$ cat src/rtl/i3c_bus_phy_ctrl_pkg.sv
// Shared I3C PHY definitions: command encodings, FSM states and the default
// phase-count width.
package i3c_params;

  localparam int CNT_W_DEF = 8;

  localparam logic [2:0] CMD_START  = 3'd0;
  localparam logic [2:0] CMD_RSTART = 3'd1;
  localparam logic [2:0] CMD_WR     = 3'd2;
  localparam logic [2:0] CMD_RD     = 3'd3;
  localparam logic [2:0] CMD_STOP   = 3'd4;

  typedef enum logic [3:0] {
    IDLE,
    START_HD,
    RS_LO,
    RS_HI,
    RS_HD,
    BIT_LO,
    BIT_HI,
    STOP_LO,
    STOP_HI,
    HOLD
  } state_e;

  // Phases where a target may stretch SCL by holding it low.
  function automatic logic is_high_phase(state_e s);
    return (s == RS_HI) || (s == BIT_HI) || (s == STOP_HI);
  endfunction

endpackage

$ cat src/rtl/i3c_bus_phy_ctrl_phase_cnt.sv
// SCL phase timer: loaded with (length - 1), counts down, flags the last cycle.
// A stretch request freezes the count and suppresses the done flag.
module i3c_phase_cnt
  import i3c_params::*;
#(
  parameter int CNT_W = CNT_W_DEF
) (
  input  logic             clk_i,
  input  logic             rst_ni,
  input  logic             load_i,
  input  logic [CNT_W-1:0] load_val_i,
  input  logic             stretch_i,
  output logic             done_o
);

  logic [CNT_W-1:0] cnt_q, cnt_d;

  always_comb begin
    cnt_d = cnt_q;
    if (load_i) begin
      cnt_d = load_val_i;
    end else if (!stretch_i && (cnt_q != '0)) begin
      cnt_d = cnt_q - 1'b1;
    end
  end

  always_ff @(posedge clk_i or negedge rst_ni) begin
    if (!rst_ni) cnt_q <= '0;
    else         cnt_q <= cnt_d;
  end

  assign done_o = (cnt_q == '0) && !stretch_i;

endmodule

$ cat src/rtl/i3c_bus_phy_ctrl.sv
// I3C bus PHY controller: sequences START/RSTART/WR/RD/STOP on SCL/SDA.
// Define I3C_CLK_STRETCH_EN to let a low scl_i extend the SCL high phases.
module i3c_bus_phy_ctrl
  import i3c_params::*;
#(
  parameter int CNT_W = CNT_W_DEF
) (
  input  logic             clk_i,
  input  logic             rst_ni,
  input  logic             cmd_valid_i,
  output logic             cmd_ready_o,
  input  logic [2:0]       cmd_i,
  input  logic             cmd_pp_i,
  input  logic             wr_bit_i,
  input  logic [CNT_W-1:0] od_lo_i,
  input  logic [CNT_W-1:0] od_hi_i,
  input  logic [CNT_W-1:0] pp_lo_i,
  input  logic [CNT_W-1:0] pp_hi_i,
  input  logic             scl_i,
  input  logic             sda_i,
  output logic             scl_o,
  output logic             sda_o,
  output logic             sel_od_pp_o,
  output logic             rd_data_o,
  output logic             rd_valid_o,
  output logic             busy_o,
  output logic             err_o
);

  state_e           state_q, state_d;
  logic             scl_q, scl_d, sda_q, sda_d;
  logic             ready_q, ready_d, err_q, err_d;
  logic             rd_data_q, rd_data_d;
  logic             pp_q, pp_d;
  logic [2:0]       cmd_q, cmd_d;
  logic [CNT_W-1:0] od_hi_q, od_hi_d, bit_hi_q, bit_hi_d;
  logic             accept, ld, done, stretch, rd_valid;
  logic [CNT_W-1:0] ld_val;

  assign accept = cmd_valid_i && ready_q;

`ifdef I3C_CLK_STRETCH_EN
  assign stretch = is_high_phase(state_q) && !scl_i;
`else
  logic unused_scl;
  assign unused_scl = scl_i;
  assign stretch    = 1'b0;
`endif

  i3c_phase_cnt #(.CNT_W(CNT_W)) u_phase_cnt (
    .clk_i      (clk_i),
    .rst_ni     (rst_ni),
    .load_i     (ld),
    .load_val_i (ld_val),
    .stretch_i  (stretch),
    .done_o     (done)
  );

  // The first phase is loaded straight from the inputs on the accept edge;
  // later phases use the copies captured at that same edge.
  always_comb begin
    state_d  = state_q;
    scl_d    = scl_q;
    sda_d    = sda_q;
    err_d    = 1'b0;
    pp_d     = pp_q;
    cmd_d    = cmd_q;
    od_hi_d  = od_hi_q;
    bit_hi_d = bit_hi_q;
    ld       = 1'b0;
    ld_val   = '0;
    if (accept) begin
      cmd_d    = cmd_i;
      pp_d     = cmd_pp_i;
      od_hi_d  = od_hi_i;
      bit_hi_d = cmd_pp_i ? pp_hi_i : od_hi_i;
    end
    unique case (state_q)
      IDLE: if (accept) begin
        if (cmd_i == CMD_START) begin
          state_d = START_HD; sda_d = 1'b0; ld = 1'b1; ld_val = od_hi_i;
        end else begin
          err_d = 1'b1;
        end
      end
      HOLD: if (accept) begin
        unique case (cmd_i)
          CMD_RSTART: begin
            state_d = RS_LO; sda_d = 1'b1; ld = 1'b1; ld_val = od_lo_i;
          end
          CMD_WR, CMD_RD: begin
            state_d = BIT_LO; ld = 1'b1;
            sda_d   = (cmd_i == CMD_WR) ? wr_bit_i : 1'b1;
            ld_val  = cmd_pp_i ? pp_lo_i : od_lo_i;
          end
          CMD_STOP: begin
            state_d = STOP_LO; sda_d = 1'b0; ld = 1'b1; ld_val = od_lo_i;
          end
          default: err_d = 1'b1;
        endcase
      end
      START_HD: if (done) begin state_d = HOLD; scl_d = 1'b0; end
      RS_LO: if (done) begin
        state_d = RS_HI; scl_d = 1'b1; ld = 1'b1; ld_val = od_hi_q;
      end
      RS_HI: if (done) begin
        state_d = RS_HD; sda_d = 1'b0; ld = 1'b1; ld_val = od_hi_q;
      end
      RS_HD: if (done) begin state_d = HOLD; scl_d = 1'b0; end
      BIT_LO: if (done) begin
        state_d = BIT_HI; scl_d = 1'b1; ld = 1'b1; ld_val = bit_hi_q;
      end
      BIT_HI: if (done) begin state_d = HOLD; scl_d = 1'b0; end
      STOP_LO: if (done) begin
        state_d = STOP_HI; scl_d = 1'b1; ld = 1'b1; ld_val = od_hi_q;
      end
      STOP_HI: if (done) begin state_d = IDLE; sda_d = 1'b1; end
      default: ;
    endcase
    ready_d = (state_d == IDLE) || (state_d == HOLD);
  end

  assign rd_valid  = (state_q == BIT_HI) && done && (cmd_q == CMD_RD);
  assign rd_data_d = rd_valid ? sda_i : rd_data_q;

  always_ff @(posedge clk_i or negedge rst_ni) begin
    if (!rst_ni) begin
      state_q   <= IDLE;
      scl_q     <= 1'b1;
      sda_q     <= 1'b1;
      ready_q   <= 1'b0;
      err_q     <= 1'b0;
      rd_data_q <= 1'b0;
      pp_q      <= 1'b0;
      cmd_q     <= CMD_START;
      od_hi_q   <= '0;
      bit_hi_q  <= '0;
    end else begin
      state_q   <= state_d;
      scl_q     <= scl_d;
      sda_q     <= sda_d;
      ready_q   <= ready_d;
      err_q     <= err_d;
      rd_data_q <= rd_data_d;
      pp_q      <= pp_d;
      cmd_q     <= cmd_d;
      od_hi_q   <= od_hi_d;
      bit_hi_q  <= bit_hi_d;
    end
  end

  assign cmd_ready_o = ready_q;
  assign scl_o       = scl_q;
  assign sda_o       = sda_q;
  assign sel_od_pp_o = pp_q && ((state_q == BIT_LO) || (state_q == BIT_HI));
  assign rd_valid_o  = rd_valid;
  assign rd_data_o   = rd_data_d;
  assign busy_o      = (state_q != IDLE);
  assign err_o       = err_q;

endmodule

$ cat config.mk
export PLATFORM = sky130hd
export DESIGN_NAME = i3c_bus_phy_ctrl
export DESIGN_NICKNAME = d
export VERILOG_FILES = /design/src/rtl/i3c_bus_phy_ctrl_pkg.sv /design/src/rtl/i3c_bus_phy_ctrl_phase_cnt.sv /design/src/rtl/i3c_bus_phy_ctrl.sv
export SDC_FILE = /design/constraint.sdc
export NUM_CORES = 1
export LEC_CHECK = 0
export CORE_ASPECT_RATIO = 0.6
export CORE_MARGIN = 5
export CORE_UTILIZATION = 45
export CTS_BUF_LIST = sky130_fd_sc_hd__clkbuf_8
export DETAILED_ROUTE_END_ITERATION = 12
export HOLD_SLACK_MARGIN = 0.02
export PLACE_DENSITY = 0.71
export SYNTH_ARGS = -nofsm -noshare
export SYNTH_HDL_FRONTEND = slang
export SYNTH_SLANG_ARGS = --single-unit
$ cat constraint.sdc
create_clock -name clk_i -period 3.03 [get_ports clk_i]
set_input_delay 0.606 -clock clk_i [delete_from_list [all_inputs] [get_ports clk_i]]
set_output_delay 0.606 -clock clk_i [all_outputs]
set_load 0.05 [all_outputs]
# [Word-level counts from Yosys, hierarchy flattened]
# Cells that the tools add are included.
[totals] wordCells=102 output_inout_bits=8 ff_bits=37
[op_classes] add_sub_neg=1 eq_ne=23 n_reduce_logical=24 muxes=43
[op_table] operator="$mux 8" count=9
[op_table] operator="$mux 4" count=9
[op_table] operator="$pmux 4 s8" count=1
[op_table] operator="$pmux 8 s4" count=1
[op_table] operator="$eq 4x3->1 const B" count=4
[op_table] operator="$mux 1" count=16
[op_table] operator="$pmux 8 s2" count=1
[op_table] operator="$eq 4x4->1 const B" count=3
[op_table] operator="$pmux 4 s3" count=1
[op_table] operator="$ne 2x2->1 const B" count=5
[op_table] operator="$eq 3x2->1 const B" count=3
[op_table] operator="$reduce_or 3->1" count=3
[op_table] operator="$eq 4x2->1 const B" count=2
[op_table] operator="$logic_not 4->1" count=2
[op_table] operator="$logic_not 8->1" count=1
[op_table] operator="$reduce_bool 4->1" count=2
[op_table] operator="$reduce_bool 8->1" count=1
[op_table] operator="$reduce_or 4->1" count=2
[op_table] operator="$sub 8x1->8 const B" count=1
[op_table] operator="$reduce_and 7->1" count=1
[op_table] operator="$pmux 1 s3" count=2
[op_table] operator="$eq 4x1->1 const B" count=1
[op_table] operator="$logic_and 1x1->1" count=4
[op_table] operator="$ne 2x1->1 const B" count=2
[op_table] operator="10 further kinds" count=14

# [Logic depth before layout (Yosys ltp)]
[depth] ltp_word=7 depth_mapped=8

# [Hierarchy]
# A second synthesis with hierarchy kept.
[unflattened] hier_cells=284 area_unflattened_um2=2507.4
[modules_own_cells] module="i3c_bus_phy_ctrl" area_each_um2=1946.9 seq_area_each_um2=728.2 cells_per_inst=220 n_inst=1
[modules_own_cells] module="i3c_phase_cnt" area_each_um2=560.5 seq_area_each_um2=200.2 cells_per_inst=64 n_inst=1

# [Worst setup path before layout]
# No wires, ideal clock.
[synth_path] path_type="reg2out" from="register u_phase_cnt.cnt_q[0]" to="output rd_data_o" path_slack_ns=-0.074 arrival_time_ns=2.498 path_stages_with_launch=7 cell_sequence="dfrtp_1 > inv_1 > ha_1 > or3b_2 > nor3_4 > and4_1 > mux2_1"
[synth_via] elab_chain_len=4
[synth_lines] element="start, declared" line_no="i3c_bus_phy_ctrl_phase_cnt.sv:16" text="logic [CNT_W-1:0] cnt_q, cnt_d;"
[synth_lines] element="start signal, assigned" line_no="i3c_bus_phy_ctrl_phase_cnt.sv:29" text="else cnt_q <= cnt_d;"
[synth_lines] element="$logic_not 8->1" line_no="i3c_bus_phy_ctrl_phase_cnt.sv:32" text="assign done_o = (cnt_q == '0) && !stretch_i;"
[synth_lines] element="$logic_and 1x1->1 (2 in series)" line_no="i3c_bus_phy_ctrl.sv:123" text="assign rd_valid = (state_q == BIT_HI) && done && (cmd_q == CMD_RD);"
[synth_lines] element="via rd_valid_o" line_no="i3c_bus_phy_ctrl.sv:25" text="output logic rd_valid_o,"
[synth_lines] element="$mux 1" line_no="i3c_bus_phy_ctrl.sv:124" text="assign rd_data_d = rd_valid ? sda_i : rd_data_q;"
[synth_lines] element="end, declared" line_no="i3c_bus_phy_ctrl.sv:24" text="output logic rd_data_o,"
# The timed path passes the listed nets, and every way through them passes these cells.

# [Worst setup path after layout]
[layout_path] from="register u_phase_cnt.cnt_q[2]" to="output rd_data_o"
[layout_via] elab_chain_len=4
[layout_lines] element="$logic_not 8->1" line_no="i3c_bus_phy_ctrl_phase_cnt.sv:32"
[layout_lines] element="$logic_and 1x1->1 (2 in series)" line_no="i3c_bus_phy_ctrl.sv:123"
[layout_lines] element="$mux 1" line_no="i3c_bus_phy_ctrl.sv:124"
# No other way between the ends.

==> impl_metrics.tcl <==
set metrics [dict create \
    core_box_area_mm2 0.00552 \
    period_share_pct 97.8 \
    total_power_density_per_cell_area_mw_per_mm2 754 \
    netlist_area_mm2 0.00252 \
    syn_avg_cell_area_um2 8.73 \
    post-dp-hpwl_mm 5.47 \
    vdd_drop_max_v 0.000293 \
    drt-vias-per-instance 6.03 \
    synth_top_family_by_area "compound AO/OA/AOI/OAI gates" \
    power_leakage_uw 0.00128 \
    ant_nets 0 \
    drtIter0Drc 237 \
    synth_compound_area_share_pct 24.7 \
    drc 0 \
    max_freq_mhz 337 \
    synthesis.nets 333 \
    clock_latency_late_sink_ns 0.30 \
    std_cell_rows 21 \
    synth-seq-cells 37 \
    final.setup.tns_ns 0 \
    area_fraction_in_and_or_nand_and_nor_cells_after_synthesis_pct 19.5 \
    root_buffer "sky130_fd_sc_hd__clkbuf_8" \
    maximum_number_of_pins_on_one_net_before_global_route_repair 38 \
    cp-end-kind "output pin" \
    design_area_mm2 0.00323 \
    drt-pass1-iter-count 5 \
    post_synth_xor_area_fraction_pct 2.08 \
    post-layout-total-power_uw 2440 \
    seq_area_frac_synth_pct 36.8 \
    clkTransAtPathRegs_ns 0.08 \
    fp.dieH_um 68.0 \
    rsz0062_at_grt "no" \
    vias_in_the_first_global_route 2310 \
    cp.required_ns 2.42 \
    floorplan.io_pins 50 \
    yosysWarningCount 0 \
    cts-htree-levels 2 \
    clock_sinks 37 \
    initial_utilization_pct 45.7 \
    critical_path.reg2reg.endpoint "sda_o" \
    regToRegSetupSlack_ns 0.60 \
    mostFrequentLayoutCell "sky130_fd_sc_hd__clkdlybuf4s50_1" \
    finalWirelength_mm 7.42 \
    critPathLaunchType "flop" \
    first_pass_grt_wire_length_mm 12.2 \
    final.min_clock_period_ns 2.96 \
    numCtsBuffers 5 \
    antenna_violations_before_repair 0 \
    grt_overflow 0 \
    layout.cells.most_common_list "45 x sky130_fd_sc_hd__clkdlybuf4s50_1, 38 x sky130_fd_sc_hd__nand2_1, 34 x sky130_fd_sc_hd__dfrtp_1" \
    avgRoutedWirePerCell_um 18.2 \
    timing.max_cap.violations 0 \
    synth_edf_count 0 \
    worstMarginPinSlew_ns 0.847 \
    yosys.cell_types.count 53 \
    class_of_the_most_critical_setup_path "flop to output pin" \
    postSynth.topFlopCell "sky130_fd_sc_hd__dfrtp_1" \
    synth_cells 289 \
    worst_ep_arrival_time_ns 2.36 \
    critical_register_to_register_path_startpoint "u_phase_cnt.cnt_q[2]" \
    floorplan.die_area_mm2 0.00725 \
    gpl.final_weighted_congestion 0.924 \
    synth.mux.area_fraction_pct 11.6 \
    skew_ns 0.00833 \
    die_w_um 107 \
    groute.usage.overall_pct 21.7 \
    num_antenna_cells 0 \
    final_layout_size_suffix_gt1_share_pct 15.6 \
    clock_tree_from_tritoncts "done" \
    synth-adder-area-share_pct 0.992 \
    number_of_setup_violations_in_the_final_report 0 \
    hold_class "input pin to asynchronous set/reset pin" \
    critPathMaxFanout 6 \
    placement.cell_area_mm2 0.00312 \
    io_buffers 48 \
    timing.reg2reg.worst_path_depth 6 \
    outcome "completed" \
    synth_async_sr_flop_share_pct 100 \
    area_delta_synth_final_pct 28.0 \
    timing.final.max_slew_violations 0 \
    detailroute.via_count 2461 \
    cts-root-to-sink-buffers 2 \
    slew-limit-headroom_pct 43.5 \
    nNetsFinal 382 \
    timing_hold_violations_final 0 \
]
==> synth_stat cells, types with 2 or more instances <==
master,number,area (um2)
sky130_fd_sc_hd__nand2_1,38,143
sky130_fd_sc_hd__dfrtp_1,35,876
sky130_fd_sc_hd__o21ai_0,30,150
sky130_fd_sc_hd__a22oi_1,24,180
sky130_fd_sc_hd__clkbuf_1,18,67.6
sky130_fd_sc_hd__mux2_2,16,180
sky130_fd_sc_hd__a21oi_1,11,55.1
sky130_fd_sc_hd__nor2_1,11,41.3
sky130_fd_sc_hd__inv_1,9,33.8
sky130_fd_sc_hd__mux2i_1,9,90.1
sky130_fd_sc_hd__a31oi_1,7,43.8
sky130_fd_sc_hd__nand3_1,7,35.0
sky130_fd_sc_hd__and2_1,5,31.3
sky130_fd_sc_hd__a211oi_1,4,30.0
sky130_fd_sc_hd__nor2b_1,4,25.0
sky130_fd_sc_hd__xor2_1,4,35.0
sky130_fd_sc_hd__a21o_1,3,22.5
sky130_fd_sc_hd__nand2b_1,3,18.8
sky130_fd_sc_hd__nor3_1,3,15.0
sky130_fd_sc_hd__nor3b_1,3,22.5
sky130_fd_sc_hd__nor4_1,3,18.8
sky130_fd_sc_hd__o31ai_1,3,22.5
sky130_fd_sc_hd__a32oi_1,2,17.5
sky130_fd_sc_hd__and4_1,2,17.5
sky130_fd_sc_hd__dfstp_2,2,52.6
sky130_fd_sc_hd__ha_1,2,25.0
sky130_fd_sc_hd__mux2_1,2,22.5
sky130_fd_sc_hd__nor4b_1,2,17.5
sky130_fd_sc_hd__o211ai_1,2,15.0
sky130_fd_sc_hd__xnor2_1,2,17.5
==> worst max-delay path by stage <==
stage	from	to	slack (ns)	depth (start not counted)
final	u_phase_cnt.cnt_q[2]	rd_data_o	0.07	5
after global routing	u_phase_cnt.cnt_q[2]	rd_data_o	0.0007	5
after CTS	u_phase_cnt.cnt_q[0]	rd_data_o	0.003	7
after detailed placement	u_phase_cnt.cnt_q[0]	rd_data_o	0.20	7
after global placement	u_phase_cnt.cnt_q[0]	rd_data_o	0.22	7
after floorplan	u_phase_cnt.cnt_q[0]	rd_data_o	0.05	6
==> through the flow <==
| stage | worst slack (ns) | cells | hold slack [ns] | utilization (%) |
|---|---|---|---|---|
| after global routing | 0.000715 | 408 | 0.474 | 58.5 |
| final | 0.0657 | 408 | 0.411 | 58.5 |
| after CTS | 0.00256 | 408 | 0.434 | 58.3 |
| after detailed placement | 0.198 | 400 | 0.479 | 56.6 |
| after global placement | 0.223 | 400 | 0.459 | 56.6 |
| after floorplan | 0.0454 | 289 | 0.310 | - |
==> critical path, cell delays in order (launching register included) <==
cell	delay, ns
sky130_fd_sc_hd__dfrtp_2	0.45
sky130_fd_sc_hd__or4_4	0.59
sky130_fd_sc_hd__nor3_4	0.21
sky130_fd_sc_hd__and4_4	0.27
sky130_fd_sc_hd__mux2_1	0.34
sky130_fd_sc_hd__buf_4	0.20
==> report_power, final <==
part / total (uW) / leakage, uW / internal [uW] / switching (uW)
clock network: 362 / 0.0000445 / 163 / 198
logic: 1140 / 0.000787 / 525 / 611
registers: 938 / 0.000450 / 720 / 218
total: 2440 / 0.00128 / 1410 / 1030
==> area by class of cell <==
class                   instances  area, um2
clock buffers                   5       68.8
clock inverters                 3       21.3
fillers                       509       2290
inverters                       9       33.8
multi-input cells             223       1500
flip-flops and latches         37        930
well taps                      69       86.3
repair buffers                 62        588
==> state kept, by name (all words and copies together), names as in the netlist <==
signal             cells
bit_hi_q               8
scl_o                  1
pp_q                   1
state_q                4
od_hi_q                8
err_o                  1
sda_o                  1
cmd_ready_o            1
rd_data_q              1
u_phase_cnt.cnt_q      8
cmd_q                  3
==> timing repair <==
action / in CTS / in global routing
resized for setup: 3 / 4
pin swaps: 0 / 0
setup buffers: 0 / 0
endpoints found under the setup margin: 1 / 1
hold buffers: 0 / 0
gates cloned: 0 / 0
==> routing by layer <==
layer | up-vias | track usage (%) | routed length [um]
li1 | 1174 | - | -
met1 | 1146 | 32.5 | 3660
met2 | 130 | 31.3 | 2910
met4 | 0 | 4.63 | 72
met3 | 11 | 5.75 | 776
met5 | - | 0 | 0
==> cell families after synthesis <==
kind of cell / Yosys count
fa+ha+maj: 2
compound gates: 95
mux: 27
xor+xnor: 6
flops: 37
simple gates: 93
buf+inv: 29
Note: power is estimated with default switching activity, not from simulation.
